[config.mk]
export PLATFORM = sky130hd
export DESIGN_NAME = cache_fill_fsm
export DESIGN_NICKNAME = d
export VERILOG_FILES = /design/src/rtl/cache_fill_fsm.sv
export SDC_FILE = /design/constraint.sdc
export NUM_CORES = 1
export LEC_CHECK = 0
export ABC_AREA = 1
export CORE_MARGIN = 1
export CORE_UTILIZATION = 50
export DETAILED_ROUTE_END_ITERATION = 8
export DONT_BUFFER_PORTS = 1
export GPL_TIMING_DRIVEN = 0
export PLACE_DENSITY = 0.68
export SYNTH_ARGS = -nofsm -noshare
export SYNTH_HDL_FRONTEND = slang
export SYNTH_SLANG_ARGS = --single-unit
[constraint.sdc]
create_clock -name clk -period 1.5 [get_ports clk]
set_input_delay 0.075 -clock clk [delete_from_list [all_inputs] [get_ports clk]]
set_output_delay 0.075 -clock clk [all_outputs]
set_load 0.01 [all_outputs]
[src/rtl/cache_fill_fsm.sv]
// -----------------------------------------------------------------------------
// cache_fill_fsm
//
// Miss-handling controller that refills one cache block from a pipelined,
// multi-cycle main memory. On an accepted miss it issues one word request per
// cycle until the whole block has been requested. It writes every in-order
// response into the data array. The response that completes the block also
// writes the tag array, and the controller then drops the pipeline stall.
//
// Optional feature macro: CRITICAL_WORD_FIRST_EN
//   When defined, the fill starts at the word that missed and wraps around the
//   block end. When undefined, every fill runs from word 0 upwards.
//
// Parameters
//   DATA_W          memory word width in bits (multiple of 8)
//   ADDR_W          byte-address width
//   WORDS_PER_BLOCK words per cache block (power of two, >= 2)
//
// Ports
//   clk              rising-edge clock
//   rst_n            asynchronous active-low reset
//   miss_valid       miss request, sampled only while idle
//   miss_addr        byte address of the missing access
//   fsm_busy         fill in progress (pipeline stall), registered
//   mem_en           memory request strobe, registered
//   mem_addr         byte address of the current request, registered
//   mem_data_valid   memory returns one in-order word this cycle
//   mem_data         returned word
//   write_data_array write fill_data at fill_word_idx (combinational)
//   fill_word_idx    word offset within the block (combinational)
//   fill_data        pass-through of mem_data
//   write_tag_array  one-cycle pulse on the block-completing response
//   fill_addr        latched block base address, registered
// -----------------------------------------------------------------------------
module cache_fill_fsm #(
  parameter int DATA_W          = 16,
  parameter int ADDR_W          = 16,
  parameter int WORDS_PER_BLOCK = 8
) (
  input  logic                               clk,
  input  logic                               rst_n,
  input  logic                               miss_valid,
  input  logic [ADDR_W-1:0]                  miss_addr,
  output logic                               fsm_busy,
  output logic                               mem_en,
  output logic [ADDR_W-1:0]                  mem_addr,
  input  logic                               mem_data_valid,
  input  logic [DATA_W-1:0]                  mem_data,
  output logic                               write_data_array,
  output logic [$clog2(WORDS_PER_BLOCK)-1:0] fill_word_idx,
  output logic [DATA_W-1:0]                  fill_data,
  output logic                               write_tag_array,
  output logic [ADDR_W-1:0]                  fill_addr
);

  localparam int BOFF  = $clog2(DATA_W / 8);
  localparam int IDXW  = $clog2(WORDS_PER_BLOCK);
  localparam int CNT_W = IDXW + 1;

  // Byte-within-word plus word-within-block bits, cleared to form the base.
  localparam logic [ADDR_W-1:0] OFF_MASK = ADDR_W'((1 << (BOFF + IDXW)) - 1);
  localparam logic [CNT_W-1:0]  LAST_CNT = CNT_W'(WORDS_PER_BLOCK - 1);

  typedef enum logic {
    IDLE = 1'b0,
    FILL = 1'b1
  } stateT;

  stateT             state;
  stateT             stateNext;
  logic              acceptMiss;
  logic              wrData;
  logic              tagWrite;
  logic [IDXW-1:0]   wordIdx;

  logic [CNT_W-1:0]  reqCnt;
  logic [CNT_W-1:0]  rspCnt;
  logic [IDXW-1:0]   reqIdx;
  logic [IDXW-1:0]   reqIdxNext;
  logic [IDXW-1:0]   rspIdx;
  logic [IDXW-1:0]   firstIdx;
  logic [ADDR_W-1:0] fillAddrQ;
  logic [ADDR_W-1:0] memAddrQ;
  logic              memEnQ;

  function automatic logic [ADDR_W-1:0] blockBase(input logic [ADDR_W-1:0] addr);
    return addr & ~OFF_MASK;
  endfunction

  function automatic logic [ADDR_W-1:0] wordAddr(input logic [ADDR_W-1:0] base,
                                                 input logic [IDXW-1:0]   idx);
    return base | (ADDR_W'(idx) << BOFF);
  endfunction

`ifdef CRITICAL_WORD_FIRST_EN
  // Word that missed; the fill starts here and wraps modulo the block size.
  logic [IDXW-1:0] startIdx;

  always_ff @(posedge clk or negedge rst_n) begin
    if (!rst_n) begin
      startIdx <= '0;
    end else if (acceptMiss) begin
      startIdx <= firstIdx;
    end
  end

  assign firstIdx = miss_addr[BOFF+IDXW-1:BOFF];
  assign reqIdx   = startIdx + reqCnt[IDXW-1:0];
  assign rspIdx   = startIdx + rspCnt[IDXW-1:0];
`else
  assign firstIdx = '0;
  assign reqIdx   = reqCnt[IDXW-1:0];
  assign rspIdx   = rspCnt[IDXW-1:0];
`endif

  // Natural IDXW-bit overflow gives the wrap around the block end.
  assign reqIdxNext = reqIdx + IDXW'(1);

  always_ff @(posedge clk or negedge rst_n) begin
    if (!rst_n) begin
      state <= IDLE;
    end else begin
      state <= stateNext;
    end
  end

  // Write strobes are decoded from state so that stray responses while idle,
  // or during reset, never reach the arrays.
  always_comb begin
    stateNext  = state;
    acceptMiss = 1'b0;
    wrData     = 1'b0;
    tagWrite   = 1'b0;
    wordIdx    = '0;
    case (state)
      IDLE: begin
        if (miss_valid) begin
          acceptMiss = 1'b1;
          stateNext  = FILL;
        end
      end
      FILL: begin
        if (mem_data_valid) begin
          wrData  = 1'b1;
          wordIdx = rspIdx;
          if (rspCnt == LAST_CNT) begin
            tagWrite  = 1'b1;
            stateNext = IDLE;
          end
        end
      end
      default: stateNext = IDLE;
    endcase
  end

  // Request and response sides advance independently; a request and a
  // response may land in the same cycle.
  always_ff @(posedge clk or negedge rst_n) begin
    if (!rst_n) begin
      reqCnt    <= '0;
      rspCnt    <= '0;
      fillAddrQ <= '0;
      memAddrQ  <= '0;
      memEnQ    <= 1'b0;
    end else if (acceptMiss) begin
      reqCnt    <= '0;
      rspCnt    <= '0;
      fillAddrQ <= blockBase(miss_addr);
      memAddrQ  <= wordAddr(blockBase(miss_addr), firstIdx);
      memEnQ    <= 1'b1;
    end else if (state == FILL) begin
      if (memEnQ) begin
        reqCnt <= reqCnt + CNT_W'(1);
        if (reqCnt == LAST_CNT) begin
          memEnQ   <= 1'b0;
          memAddrQ <= '0;
        end else begin
          memAddrQ <= wordAddr(fillAddrQ, reqIdxNext);
        end
      end
      if (wrData) begin
        rspCnt <= rspCnt + CNT_W'(1);
      end
      if (tagWrite) begin
        memEnQ   <= 1'b0;
        memAddrQ <= '0;
      end
    end
  end

  assign fsm_busy         = (state == FILL);
  assign mem_en           = memEnQ;
  assign mem_addr         = memAddrQ;
  assign fill_addr        = fillAddrQ;
  assign write_data_array = wrData;
  assign fill_word_idx    = wordIdx;
  assign fill_data        = mem_data;
  assign write_tag_array  = tagWrite;

endmodule

# == Word-level counts from Yosys, hierarchy flattened ==
# Cells that the tools add are included.
# word_totals
reg_bits,38
input_bits,36
output_inout_bits,55
word_cells,48
# classes
add_sub_neg,3
eq_ne,2
muxes,28
n_bitwise,2
n_reduce_logical,7
# op_table
op,count
two-way mux 16 bit,5
two-way mux 4 bit,6
bitwise OR 16 x 4 -> 16 bit,1
two-way mux 1 bit,14
adder 4 x 1 -> 4 bit (second input constant),2
== test 4 x 3 -> 1 bit (second input constant),2
two-way mux 3 bit,2
AND reduction 2 bit,3
nonzero test 2 bit,3
adder 3 x 1 -> 3 bit (second input constant),1
nonzero test 3 bit,1
one-hot mux 1 bit (2 select lines),1
inverter 1 bit,1

# == Longest topological paths before layout ==
# depth
ltp_word,7
mapped_depth,10
ltp_nobuf,9

# == Least setup slack after synthesis ==
# Ideal clock, no wire load.
# synth_timing
path_kind,register -> register
start,register reqCnt[0]
end,"register memAddrQ[11], in the netlist mem_addr[11]"
setup_time_ps,116
arrival_ps,1218
required_ps,1384
setup_slack_ps,165
stages_incl_launch_ff,9
path_buffers,1
path_cell_list,dfrtp_1 ha_1 nand2_1 or2_2 nand2_4 buf_6 nand2_1 nand2_1 nand2_1
# synth_via
elab_chain_len,6
# synth_rtl
element,line_no,rtl
start: declaration,76,logic [CNT_W-1:0] reqCnt;
start signal: assignment,173,reqCnt <= reqCnt + CNT_W'(1);
== test 4 x 3 -> 1 bit,174,if (reqCnt == LAST_CNT) begin
two-way mux 16 bit,174,
two-way mux 16 bit,172,if (memEnQ) begin
two-way mux 16 bit,184,if (tagWrite) begin
two-way mux 16 bit,171,end else if (state == FILL) begin
two-way mux 16 bit,165,end else if (acceptMiss) begin
end signal: assignment,169,"memAddrQ <= wordAddr(blockBase(miss_addr), firstIdx);"
end signal: assignment,178,"memAddrQ <= wordAddr(fillAddrQ, reqIdxNext);"
end: declaration,83,logic [ADDR_W-1:0] memAddrQ;
# Every way passes these cells. The select of a mux whose other input is x is not followed.
# A chain may end at the register's enable or synchronous reset.

# == Worst setup path in the final report ==
# layout_timing
start,"register state, in the netlist fsm_busy"
end,"register memAddrQ[15], in the netlist mem_addr[15]"
# layout_via
elab_chain_len,4
# layout_rtl
element,line_no,rtl
start: declaration,69,stateT state;
start signal: assignment,123,state <= stateNext;
two-way mux 1 bit,135,case (state)
two-way mux 16 bit,184,
two-way mux 16 bit,171,
two-way mux 16 bit,165,
# Parallel ways exist; a longest one is shown, timed or not. The select of a mux whose other input is x is not followed.

==> out/qor.yml <==
p_sw_share_pct: 40.5
remaining_drc_errors: 0
whs_endpoint: "fill_addr[5]"
antenna_found_initial: 0
dr.pass1.iters: 4
hold_viol_final: 0
place_area_sq_um: 2000
grt.overflow.total: 0
seqPwrFrac_pct: 43.1
max_freq_ghz: 0.708
port-buffer-count: 0
min_period_over_period_pct: 94.2
grt_pass1_vias: 1454
r2r_end: "mem_addr[15]"
core-area_sq_um: 3660
syn-instance-count: 238
startpoint_type: "register"
ys.warnings.count: 0
crit_type: "register to register"
start_util_pct: 52.5
power.leakage_nw: 1.30
combPwrFrac_pct: 37.3
clockRootBuffer: "clkbuf_8"
setup_slack_ns: 0.0874
reg2reg_depth: 8
ys_ff_latch: 37
clockBufferDepth: 2
clock-sinks: 37
netlist_area_sq_um: 1920
place_ws_ns: -0.00395
skew_ns: 0.00860
row_count: 22
vias: 1541
wirelength_microns: 4100
gp_congestion: 0.772
cts.clk_slew.worst_paths_ns: 0.08
hold_path_class: "primary input to register"
timing.rr.start: "fsm_busy"
fin_cells: 322
final_cell_area_sq_um: 2390
wl_per_cell_microns: 12.7
worstPathArrival_ns: 1.59
hold-worst-slack_ns: 0.0869
via_per_inst: 4.79
clk_latency_ns: 0.29
hold_path_depth: 3
grt_max_degree: 38
grt_use_total_pct: 21.6
cp_data_required_time_ns: 1.68
worst_setup_path_end_kind: "register"
p_int_mw: 2.73
syn_to_final_growth_pct: 24.2
cts_tree: "yes"
grt_pass1_wl_microns: 6580
drt_iter0_markers: 55
synth_cell_types: 19
drive_gt1_share_pct: 27.0
die_area_sq_um: 4100
fin_total_pwr_mw: 4.60
synth_seq_area_share_pct: 48.1
r2r_slack_ns: 0.09
n_antenna_cell: 0
power_switching_mw: 1.86
setup_viol: 0
syn_avg_cell_area_sq_um: 8.08
final_max_slew_viol_count: 0
finalSetupTns_ns: 0
period_minus_slack_ns: 1.41
nNetsFinal: 311
htreeDepth: 2
ir_worst_vdd_mv: 0.949
p_per_area_nw_per_um2: 1920
cts_made_buffers: 5
die_x_microns: 64.0
min_from: "miss_valid"
die_y_microns: 64.0
outcome: "finished clean"
final_core_util_pct: 65.2
drv_cap: 0
dp_hpwl_microns: 2670
postRouteAntennaNets: 0
io_pins: 91
dpl.cell_count: 290
clockPowerShare_pct: 19.6
cp_max_fo: 9
critPathLaunch: "fsm_busy"
[final cells by class]
class	instances	area [sq um]
Buffer	26	226
Timing Repair Buffer	24	248
Inverter	24	90.1
Multi-Input combinational cell	155	721
Clock buffer	7	86.3
Tap cell	48	60.1
Sequential cell	37	927
Fill cell	328	1270
Clock inverter	1	30.0
[kinds of logic (layout without fill, tap and decap cells)]
family / after synthesis / in the layout / share of synthesized area [%]
buffers and inverters: 50 / 82 / 16.1
other: 1 / 5 / 0.195
AND/OR/NAND/NOR: 136 / 136 / 31.2
AO/OA/AOI/OAI: 12 / 12 / 3.12
adder cells (fa/ha/maj): 2 / 2 / 1.30
flip-flops: 37 / 37 / 48.1
[cells in the final DEF (no fill, tap or decap), drive strengths merged]
master | netlist | layout
buf | 26 | 34
nand2 | 120 | 120
dlygate4sd3 | 0 | 15
inv | 17 | 17
a21oi | 7 | 7
nand3 | 3 | 3
ha | 2 | 2
dfrtp | 37 | 37
bufinv | 0 | 1
clkinv | 7 | 7
clkbuf | 0 | 8
conb | 1 | 5
o21ai | 5 | 5
nor2 | 12 | 12
or2 | 1 | 1
[layer usage]
metal | routed length (microns) | up-vias | track usage (%)
met1 | 1650 | 706 | 24.8
met3 | 342 | 12 | 7.50
met5 | 0 | - | 0
met4 | 109 | 0 | 11.4
met2 | 2000 | 69 | 35.5
li1 | - | 754 | -
[critical path, stage by stage, from the launching register on]
cell       delay [ns]
dfrtp_2          0.52
nand2_4          0.13
nor2_4           0.12
nand2_4          0.09
nand2_4          0.13
clkbuf_16        0.16
nand2_1          0.04
nand2_1          0.06
nand2_1          0.04
[cell usage after synthesis]
library cell	instances	area, sq um
clkinv_1	7	26.3
buf_4	22	165
nand2_4	4	45.0
nor2_2	1	6.26
nand2_1	102	383
inv_1	10	37.5
o21ai_0	5	25.0
nand3_1	3	15.0
nor2_4	2	22.5
buf_12	1	20.0
dfrtp_1	37	926
nor2_1	9	33.8
nand2_2	14	87.6
or2_2	1	6.26
ha_1	2	25.0
buf_6	3	33.8
a21oi_1	7	35.0
inv_2	7	26.3
conb_1	1	3.75
[flip-flops by register name, indices dropped and copies added, names as in the netlist]
| name | count |
|---|---|
| rspCnt | 4 |
| mem_en | 1 |
| fill_addr | 12 |
| mem_addr | 15 |
| reqCnt | 4 |
| fsm_busy | 1 |
[how the worst max path moves through the flow]
stage / end / cells after the start / slack, ns
2_1_floorplan: mem_addr[11] / 8 / 0.17
3_3_place_gp: mem_addr[13] / 7 / 0.006
3_5_place_dp: mem_addr[8] / 7 / -0.004
4_1_cts: mem_addr[11] / 8 / 0.01
5_1_grt: mem_addr[10] / 8 / -0.005
6_report: mem_addr[15] / 8 / 0.09
[power by group through the flow]
stage	clock, mW	sequential (mW)	combinational [mW]
finish	0.902	1.98	1.71
global route	0.947	2.04	1.96
CTS	0.914	1.99	1.58
detailed placement	0	2.00	1.51
global placement	0	2.00	1.46
floorplan	0	1.90	1.28
[repair_timing]
| item | in CTS | in global routing |
|---|---|---|
| endpoints found under the hold margin | 51 | 0 |
| cloned | 0 | 1 |
| gates resized for setup | 2 | 6 |
| pin swaps | 0 | 4 |
| setup endpoints to repair | 9 | 11 |
| hold buffers | 16 | 0 |
| setup buffers | 0 | 7 |
Power figures use the tool's default switching activity.
